### src/rtl/seq_detector_param.sv
// Parametrised serial pattern detector with overlap mode and saturating counter.
// Optional don't-care mask port/register enabled by SEQDET_MASK_EN.
module seq_detector_param #(
  parameter int          PATTERN_W   = 4,
  parameter logic [31:0] PATTERN_RST = 32'b0111,
  parameter int          CNT_W       = 16
) (
  input  logic                 clk,
  input  logic                 rst_n,
  input  logic                 din,
  input  logic                 din_valid,
  input  logic                 overlap,
  input  logic                 pat_load,
  input  logic [PATTERN_W-1:0] pat_in,
`ifdef SEQDET_MASK_EN
  input  logic [PATTERN_W-1:0] pat_mask,
`endif
  input  logic                 clr_count,
  output logic                 match,
  output logic [CNT_W-1:0]     match_count,
  output logic [PATTERN_W-1:0] hist,
  output logic                 armed
);

  localparam int FW = $clog2(PATTERN_W + 1);
  localparam logic [FW-1:0] FULL = FW'(PATTERN_W);
  localparam logic [CNT_W-1:0] CMAX = '1;

  logic [PATTERN_W-1:0] r_hist;
  logic [PATTERN_W-1:0] r_pat;
  logic [FW-1:0]        r_fill;
  logic                 r_match;
  logic                 r_armed;
  logic [CNT_W-1:0]     r_cnt;

  logic [PATTERN_W-1:0] w_new_hist;
  logic [FW-1:0]        w_fill_inc;
  logic [FW-1:0]        w_fill_d;
  logic [CNT_W-1:0]     w_cnt_d;
  logic                 w_cmp;
  logic                 w_hit;

`ifdef SEQDET_MASK_EN
  logic [PATTERN_W-1:0] r_mask;

  always_ff @(posedge clk or negedge rst_n) begin
    if (!rst_n) begin
      r_mask <= '0;
    end else if (pat_load) begin
      r_mask <= pat_mask;
    end
  end

  assign w_cmp = ((w_new_hist | r_mask) == (r_pat | r_mask));
`else
  assign w_cmp = (w_new_hist == r_pat);
`endif

  assign w_new_hist = {r_hist[PATTERN_W-2:0], din};
  assign w_fill_inc = (r_fill == FULL) ? r_fill : r_fill + 1'b1;
  assign w_hit = din_valid & ~pat_load & (w_fill_inc == FULL) & w_cmp;

  always_comb begin
    w_fill_d = r_fill;
    unique case (1'b1)
      pat_load:           w_fill_d = '0;
      din_valid:          w_fill_d = (w_hit & ~overlap) ? '0 : w_fill_inc;
      default:            w_fill_d = r_fill;
    endcase
  end

  // Clear takes effect first, so a coincident hit leaves a count of one.
  always_comb begin
    w_cnt_d = r_cnt;
    if (clr_count) begin
      w_cnt_d = CNT_W'(w_hit);
    end else if (w_hit && (r_cnt != CMAX)) begin
      w_cnt_d = r_cnt + 1'b1;
    end
  end

  always_ff @(posedge clk or negedge rst_n) begin
    if (!rst_n) begin
      r_hist  <= '0;
      r_pat   <= PATTERN_RST[PATTERN_W-1:0];
      r_fill  <= '0;
      r_match <= 1'b0;
      r_armed <= 1'b0;
      r_cnt   <= '0;
    end else begin
      if (pat_load) begin
        r_pat <= pat_in;
      end else if (din_valid) begin
        r_hist <= w_new_hist;
      end
      r_fill  <= w_fill_d;
      r_armed <= (w_fill_d == FULL);
      r_match <= w_hit;
      r_cnt   <= w_cnt_d;
    end
  end

  assign match       = r_match;
  assign match_count = r_cnt;
  assign hist        = r_hist;
  assign armed       = r_armed;

endmodule

### config.mk
export PLATFORM = sky130hd
export DESIGN_NAME = seq_detector_param
export DESIGN_NICKNAME = d
export VERILOG_FILES = /design/src/rtl/seq_detector_param.sv
export SDC_FILE = /design/constraint.sdc
export NUM_CORES = 1
export LEC_CHECK = 0
export ABC_AREA = 1
export BUFFER_PORTS_ARGS = -buffer_cell sky130_fd_sc_hd__buf_2
export CAP_MARGIN = 20
export CORE_MARGIN = 4
export CORE_UTILIZATION = 55
export CTS_CLUSTER_DIAMETER = 60
export DETAILED_ROUTE_END_ITERATION = 16
export PLACE_DENSITY = 0.79
export SETUP_SLACK_MARGIN = 0.15
export SYNTH_ARGS = -nofsm -noshare
export SYNTH_HDL_FRONTEND = slang
export SYNTH_SLANG_ARGS = --single-unit
export TNS_END_PERCENT = 1
### constraint.sdc
create_clock -name clk -period 1.7 [get_ports clk]
set_input_delay 0.34 -clock clk [delete_from_list [all_inputs] [get_ports clk]]
set_output_delay 0.34 -clock clk [all_outputs]
set_load 0.02 [all_outputs]
==> results of run 1 <==
## routing by layer
layer | up-vias | track usage (%) | part of all wire (%)
met5 | - | 0 | 0
met4 | 0 | 12.2 | 2.4
met3 | 12 | 3.42 | 5.0
met2 | 43 | 37.8 | 49
met1 | 800 | 25.1 | 43
li1 | 870 | - | -
## critical path: cells and delay by family, from the launching register on
family / cells / cell delay (ns)
adder cells (fa/ha/maj): 1 / 0.16
buffers and inverters: 2 / 0.23
flip-flops: 1 / 0.41
AND/OR/NAND/NOR: 8 / 0.69
## cell usage after synthesis, drive strengths merged (2+ instances only)
master / instances / area [sq um]
nand3: 31 / 173
inv: 23 / 86.3
xor2: 7 / 61.3
nand2: 92 / 363
nor2: 33 / 149
xnor2: 3 / 26.3
o21bai: 2 / 15.0
clkinv: 2 / 8.75
dfrtp: 26 / 651
dfstp: 3 / 78.8
ha: 3 / 37.5
clkbuf: 2 / 7.51
o21ai: 6 / 30.0
buf: 3 / 33.8
a21oi: 3 / 15.0
nand4: 4 / 31.3
## where the power goes
| part | total (W) | switching, W | internal, W |
|---|---|---|---|
| clock | 0.000480 | 0.000241 | 0.000239 |
| combinational | 0.000470 | 0.000290 | 0.000179 |
| sequential | 0.000812 | 0.0000552 | 0.000757 |
| total | 0.00176 | 0.000586 | 0.00118 |
## layout make-up
type | count | area [sq um] | area share [%]
inverters | 25 | 95.1 | 4.38
clock buffers | 7 | 65.1 | 3.00
repair buffers | 43 | 259 | 11.9
flip-flops and latches | 29 | 732 | 33.7
multi-input cells | 189 | 960 | 44.2
clock inverters | 1 | 5.00 | 0.231
well taps | 44 | 55.1 | 2.54
## path summary, 6_finish.rpt
path	start	to	depth (start not counted)
min in group clk	pat_in[1]	r_pat[1]$_DFFE_PN1P_	3
worst min register to register	r_pat[1]$_DFFE_PN1P_	r_pat[1]$_DFFE_PN1P_	2
worst max register to register	r_fill[0]$_DFF_PN0_	match_count[0]$_DFFE_PN0P_	11
max in group asynchronous	rst_n	match_count[0]$_DFFE_PN0P_	1
worst min-delay path	rst_n	match_count[2]$_DFFE_PN0P_	1
worst max-delay path	r_fill[0]$_DFF_PN0_	match_count[0]$_DFFE_PN0P_	11
## what timing repair did
item                       in CTS  in global routing
cloned                          0                  0
resized for setup               5                  1
setup endpoints to repair      16                 18
pin swaps                       1                  0
hold buffers                    0                  0
buffers inserted                0                  1
## layout by cell type (no fill, tap or decap), drive strengths merged, types with 4 or more instances in the layout
cell type and count:
dfrtp 26, inv 23, nand3 31, nor2 33, nand4 4, clkbuf 7, o21ai 6, nand2 92
xor2 7, buf 43
## registers in the layout, indices dropped and copies added, names as in the netlist
signal,flops
match_count,16
match,1
r_fill,3
hist,4
r_pat,4
armed,1
## cell families after synthesis
family / synth area share (%)
compound gates: 3.75
xor+xnor: 4.86
flops: 40.5
simple gates: 41.2
fa+ha+maj: 2.09
buf+inv: 7.57
## through the flow
step / std cells / total power, W / instance area (sq um) / utilization (%) / hold slack (ns)
detailed placement: 329 / 0.00125 / 2080 / 66.9 / 0.401
finish: 338 / 0.00176 / 2170 / 70.0 / 0.0217
global placement: 329 / 0.00124 / 2080 / 66.9 / 0.401
floorplan: 248 / 0.00113 / 1820 / - / 0.0444
global route: 338 / 0.00189 / 2170 / 70.0 / 0.0525
CTS: 337 / 0.00176 / 2160 / 69.6 / 0.0420
==> metrics, run 1 <==
GPL Wtd Cong 0.890; synthesized area 0.00180 sq mm; register-to-register setup slack ~0.12 ns; CP required 1.92 ns; syn_area_per_cell roughly 7.3 sq um; pwr/cell area 811 mW/mm^2; max-cap violations 0; Worst Tran Pin Value between 0.6 and 0.7 ns; Site Rows 20; Setup TNS 0 ns; Crit Path Class flop to flop; crit path max-delay cell type dfrtp_1; die width about 65 um; Die Ht about 65 um; GRT Util Overall approximately 22%; worst min-delay path class input port to async pin; crit-path cells inv_2, ha_4, nand2_1, nand2_1, nand2_2, nand2_2, nor2_4, nand3_4, buf_12, nand3_1, nand3_1; later-pin clock latency in the skew report roughly 0.33 ns; HPWL Detailed ~3 mm; EDFF count, synth 0; Netlist cell types 29; Final Hold Vio Count 0; Routed WL 3.99 mm; Max stage delay on crit path a little over 0.4 ns; Residual DRC 0; Final WS setup roughly 0.12 ns; largest net degree at the start of global routing 30; Leak Pwr ~1.2 nW; Period Utilization, post-route between 90% and 100%; remaining global-route overflow 0; Core Box Area between 0.003 and 0.004 sq mm; Syn-to-layout area delta 20.6%; Num CTS Buffers 5; clk root buf clkbuf_4; fraction of layout cells with a size suffix above 1 between 20% and 30%; # H-tree levels 2; RSZ-0062 raised after global routing true; first-pass GRT wire length roughly 7.2 mm; CTS clk-pin slew, worst paths around 0.090 ns; final slew viol count 0; final setup vio count 0; I/O Buffers 32; post-route ant nets 0; status complete, no violations; minimum clock period about 1.6 ns; initial antenna violation count 0; Seq cells post-synth 29; Pre-antenna DRT Iters 4; Max Freq 0.632 GHz; Die ar. about 0.0043 sq mm; crit end category flop; ANT cells 0; Yosys warning total 0; number of global-route vias before repair 1,743; Seq/Total Area, Yosys 40.5%; peak supply drop a little under 0.7 mV; CP Max Fanout 10; Top FF cell, synth dfrtp_1; ys async rst share between 90% and 100%; net count after synthesis approximately 260; crit path DAT ~1.8 ns; Final Skew between 0.009 and 0.01 ns; Starting Density 58.0%; CTS tree done; DRT iter0 DRCs 113; Final nets ~300; clk sinks 29; Critical Path Start Type flop; Vias roughly 1,700; Synth Instances 248; dpl ws 0.0984 ns; clk buf depth 2; relative slew slack 57.3%; WL/cell between 10 and 15 um; Top-Level Pins 33; Filler cells around 280; vias per inst a little over 5
No activity file was read; power rests on OpenSTA's default activity.
==> run 2, diff against run 1 <==
--- a/config.mk
+++ b/config.mk
@@ -8,6 +8,7 @@
 export ABC_AREA = 1
 export BUFFER_PORTS_ARGS = -buffer_cell sky130_fd_sc_hd__buf_2
 export CAP_MARGIN = 20
+export CORE_ASPECT_RATIO = 0.6
 export CORE_MARGIN = 4
 export CORE_UTILIZATION = 55
 export CTS_CLUSTER_DIAMETER = 60
==> run 2 against run 1 <==
Net effect:
- setup slack got worse by 0.10 ns
- via count increased by 9.0%
- cell count up 2.1%
- flip-flop and latch count stayed put
- clock power increased by 54%
- critical path depth unchanged
- first-iteration DRC count increased by 51%
- utilization grew 7.9 points
- clock skew is 0.0049 ns lower
- power grew 20%
- combinational power is 19% higher
- critical endpoint is now match_count[13]$_DFFE_PN0P_
==> metrics, run 2 (synthesis gave the netlist of run 1 again) <==
DRT iter0 DRCs approximately 170; clk root buf clkbuf_8; Site Rows 15; Clk pwr share between 30% and 40%; Crit path top cell by count nand2_2; Non-Filler Instances 345; Worst Tran Pin Value 0.642 ns; Period Utilization, post-route just under 100%; Max Freq 0.594 GHz; Placed Instances 330; Final Hold Vio Count 0; Routed WL 4.80 mm; first-pass GRT wire length roughly 8.1 mm; Pre-antenna DRT Iters 5; Largest delay share family, worst path simple AND/OR/NAND/NOR gates; Gate power share 26.3%; Pwr Total around 0.0021 W; GRT Util Overall approximately 26%; Residual DRC 0; crit-path cells inv_2, ha_4, nand2_4, nand2_2, nand2_2, nand2_2, nor2_4, nand3_4, nand2_4, nand2_1, nand2_1; Top-Level Pins 33; met3 GRT Util about 7.4%; worst min-delay path class input port to async pin; CTS tree done; peak supply drop 0.731 mV; status complete, no violations; max-cap violations 0; Vias 1,881; Sequential Power Share 38.9%; gr busiest metal met1; Crit Path Class flop to flop; met2 GRT Util 37.4%; fraction of layout cells with a size suffix above 1 32.3%; crit path DAT about 1.9 ns; clk buf depth 2; Critical Path Start Type flop; pwr/cell area just over 900 mW/mm^2; Buf/Inv on CP 1; ANT cells 0; Starting Density between 50% and 60%; GPL Wtd Cong 0.888; Pint between 0.001 and 0.0015 W; dpl ws -0.0236 ns; final slew viol count 0; final setup vio count 0; crit end category flop; Syn-to-layout area delta 29.9%; die width about 82 um; largest net degree at the start of global routing 30; number of global-route vias before repair roughly 1,800; Core Box Area around 0.0030 sq mm; minimum clock period 1.68 ns; Num CTS Buffers 5; I/O Buffers 32; remaining global-route overflow 0; crit path max-delay cell type dfrtp_1; met1 Usage GRT a little under two fifths; Final Skew roughly 0.0047 ns; post-route ant nets 0; CP required 1.92 ns; commonest non-fill, non-tap cells in the layout nand2_1 (73), buf_2 (32), nor2_1 (28); Final WS setup 0.0159 ns; Leak Pwr ~1.2 nW; CP Max Fanout 6; # H-tree levels 2; later-pin clock latency in the skew report between 0.2 and 0.3 ns; switching part of the total 31.2%; WL/cell 13.9 um; P_sw between 0.0006 and 0.0007 W; vias per inst around 5.5; Min Hold Slack about 0.080 ns; clk sinks 29; CTS clk-pin slew, worst paths ~0.060 ns; Largest register FFs 16; Die ar. approximately 0.0043 sq mm; Max stage delay on crit path just over 0.4 ns; RSZ-0062 raised after global routing true; HPWL Detailed ~3.1 mm; Final nets between 300 and 400; commonest non-fill, non-tap cell in the layout nand2_1; Die Ht about 52 um; initial antenna violation count 0; relative slew slack a little under three fifths
==> run 2: per-layer routing <==
layer  vias up  part of all wire [%]  wire length (um)
met1       868                    45              2170
met4         0                   1.3                63
li1        898                     -                 -
met5         -                     0                 0
met3        12                    10               487
met2       103                    43              2080
==> run 2: final timing paths <==
kind / from / to / slack (ns) / cells after the start
min in group clk: pat_in[3] / r_pat[3]$_DFFE_PN0P_ / 0.27 / 3
max in group asynchronous: rst_n / match_count[1]$_DFFE_PN0P_ / 1.15 / 1
hold / removal: rst_n / match_count[9]$_DFFE_PN0P_ / 0.08 / 1
hold reg to reg: r_pat[1]$_DFFE_PN1P_ / r_pat[1]$_DFFE_PN1P_ / 0.48 / 2
setup reg to reg: r_fill[0]$_DFF_PN0_ / match_count[13]$_DFFE_PN0P_ / 0.02 / 11
setup / recovery: r_fill[0]$_DFF_PN0_ / match_count[13]$_DFFE_PN0P_ / 0.02 / 11
==> run 2: layout make-up <==
class                      instances  area (sq um)
timing repair buffer              49           288
fill                             215           664
sequential                        29           732
multi-input combinational        192          1050
tap                               42          52.6
clock buffer                       7          86.3
inverter                          25          95.1
clock inverter                     1          30.0
==> run 2: through the flow <==
step / instance area, sq um / utilization (%) / setup TNS, ns
final: 2340 / 77.9 / 0
after floorplan: 1820 / - / 0
after global placement: 2080 / 69.4 / 0
after CTS: 2290 / 76.3 / 0
after detailed placement: 2080 / 69.4 / -0.144
after global routing: 2340 / 77.9 / -0.866
==> run 2: what timing repair did <==
action                                 in CTS  in global routing
setup buffers                               3                  1
pin swaps                                   7                  9
hold buffers                                0                  0
gates resized for setup                    11                 14
endpoints found under the hold margin       0                  0
setup endpoints to repair                  16                 18
cloned                                      3                  0
==> run 2: power groups by stage <==
stage,logic (W),registers (W),clock network (W)
CTS,0.000499,0.000814,0.000742
floorplan,0.000288,0.000845,0
global route,0.000616,0.000834,0.000791
finish,0.000557,0.000824,0.000737
global placement,0.000414,0.000821,0
detailed placement,0.000424,0.000822,0
==> run 3, diff against run 2 <==
--- a/config.mk
+++ b/config.mk
@@ -13,6 +13,7 @@
 export CORE_UTILIZATION = 55
 export CTS_CLUSTER_DIAMETER = 60
 export DETAILED_ROUTE_END_ITERATION = 16
+export MAX_ROUTING_LAYER = met4
 export PLACE_DENSITY = 0.79
 export SETUP_SLACK_MARGIN = 0.15
 export SYNTH_ARGS = -nofsm -noshare
==> run 3 against run 2 <==
Net effect:
- via count shrank 0.37%
- critical path depth is the same
- clock power is essentially flat
- die area is the same
- setup slack gained 0.013 ns
- utilization grew 0.17 points
- largest cell class unchanged
==> metrics, run 3 (synthesis gave the netlist of run 1 again) <==
GPL Wtd Cong around 0.9; number of global-route vias before repair 1,773; relative slew slack ~58%; max-cap violations 0; clk root buf clkbuf_8; Final nets ~320; Pre-antenna DRT Iters 5; Critical Path Start Type flop; DR top layer met4; Die Ht approximately 52 um; met1 WL about 2.2 mm; crit path DAT ~1.9 ns; ANT cells 0; WL/cell around 14 um; RSZ-0062 raised after global routing true; Worst Tran Pin Value between 0.6 and 0.7 ns; Placement Cell Area about 0.0021 sq mm; commonest non-fill, non-tap cells in the layout nand2_1 (71), buf_2 (32), nor2_1 (28); CTS tree done; Setup TNS 0 ns; pwr/cell area roughly 900 mW/mm^2; Largest register FFs 16; Final WS setup a little under 0.03 ns; Crit Path Class flop to flop; Final Hold Vio Count 0; Site Rows 15; WL met3 452 um; CTS clk-pin slew, worst paths approximately 0.060 ns; fraction of layout cells with a size suffix above 1 approximately a third; Num CTS Buffers 5; vias per inst between 5 and 6; Pint between 0.001 and 0.0015 W; Max stage delay on crit path approximately 0.41 ns; Core Box Area around 0.0030 sq mm; Final Skew between 0.003 and 0.004 ns; switching part of the total 31.1%; Crit path top cell by count nand2_2; Filler cells about 210; Period Utilization, post-route around 98%; clk sinks 29; final setup vio count 0; post-route cell area 0.00234 sq mm; Clk pwr share 34.8%; crit-path cells inv_2, ha_4, nand2_4, nand2_2, nand2_2, nand2_2, nor2_4, nand3_4, nand2_8, nand2_2, nand2_2; # H-tree levels 2; Top-Level Pins 33; dpl ws -0.0236 ns; status complete, no violations; Starting Density 60.0%; Gate power share between 20% and 30%; final slew viol count 0; CP required roughly 1.9 ns; crit end category flop; GRT Util Overall 26.5%; DRT iter0 DRCs slightly above 200; clk buf depth 2; Sequential Power Share approximately two fifths; crit path max-delay cell type dfrtp_1; Residual DRC 0; peak supply drop between 0.7 and 0.8 mV; Die ar. 0.00428 sq mm; Vias approximately 1,900; Routed WL 4.80 mm; largest net degree at the start of global routing 30; I/O Buffers 32; remaining global-route overflow 0; die width between 80 and 90 um; R2R cell count 11; Leak Pwr ~1.2 nW; worst min-delay path class input port to async pin; post-route ant nets 0; CP Max Fanout 7; commonest non-fill, non-tap cell in the layout nand2_1; P_sw 0.000657 W; Min Hold Slack between 0.07 and 0.08 ns; minimum clock period approximately 1.7 ns; Max Freq 0.598 GHz; met2 WL between 2 and 2.5 mm; Syn-to-layout area delta 30.2%; later-pin clock latency in the skew report 0.28 ns; HPWL Detailed roughly 3.1 mm; first-pass GRT wire length 8.16 mm; initial antenna violation count 0
-- run 3: cell types whose count changed in the layout (fill, tap and decap cells not counted) --
cell	before	now
nand2_2	16	18
nand2_1	73	71
-- run 3: final cells by class --
class | count | area, sq um | share of cell area, %
Timing Repair Buffer | 49 | 288 | 12.3
Clock inverter | 1 | 30.0 | 1.28
Sequential cell | 29 | 732 | 31.2
Multi-Input combinational cell | 192 | 1060 | 45.2
Inverter | 25 | 95.1 | 4.06
Clock buffer | 7 | 86.3 | 3.68
Tap cell | 42 | 52.6 | 2.24
-- run 3: power groups by stage --
| stage | logic [W] | clock network (W) | registers (W) |
|---|---|---|---|
| after CTS | 0.000499 | 0.000742 | 0.000814 |
| after floorplan | 0.000288 | 0 | 0.000845 |
| after global routing | 0.000616 | 0.000788 | 0.000834 |
| after detailed placement | 0.000424 | 0 | 0.000822 |
| final | 0.000554 | 0.000735 | 0.000824 |
| after global placement | 0.000414 | 0 | 0.000821 |
-- run 3: worst paths after layout --
kind / startpoint / endpoint / slack, ns
worst max-delay path: r_fill[0]$_DFF_PN0_ / match_count[9]$_DFFE_PN0P_ / 0.03
worst min-delay path: rst_n / match_count[9]$_DFFE_PN0P_ / 0.08
worst max register to register: r_fill[0]$_DFF_PN0_ / match_count[9]$_DFFE_PN0P_ / 0.03
worst min register to register: r_pat[1]$_DFFE_PN1P_ / r_pat[1]$_DFFE_PN1P_ / 0.48
max in group asynchronous: rst_n / match_count[1]$_DFFE_PN0P_ / 1.16
min in group clk: pat_in[3] / r_pat[3]$_DFFE_PN0P_ / 0.27
-- run 3: routing by layer --
layer,GRT usage [%],up-vias
met5,-,-
met4,7.18,0
met3,7.04,19
met2,37.9,103
met1,37.2,858
li1,-,894
-- run 3: repair_timing --
action                     4_1_cts  5_1_grt
pin swaps                        7       10
setup endpoints to repair       16       18
buffers inserted                 3        1
resized for setup               11       16
hold buffers                     0        0
cloned                           3        0
-- run 3: metrics by stage --
stage               power, W  instances  utilization [%]
finish               0.00211        345             78.0
global route         0.00224        345             78.0
CTS                  0.00205        344             76.3
detailed placement   0.00125        330             69.4
global placement     0.00124        330             69.4
floorplan            0.00113        248                -
-- run 3: critical path, delay by kind of cell (launching register included) --
| family | cells | cell delay (ns) |
|---|---|---|
| AND/OR/NAND/NOR | 9 | 0.95 |
| flip-flops | 1 | 0.41 |
| adder cells (fa/ha/maj) | 1 | 0.17 |
| buffers and inverters | 1 | 0.08 |
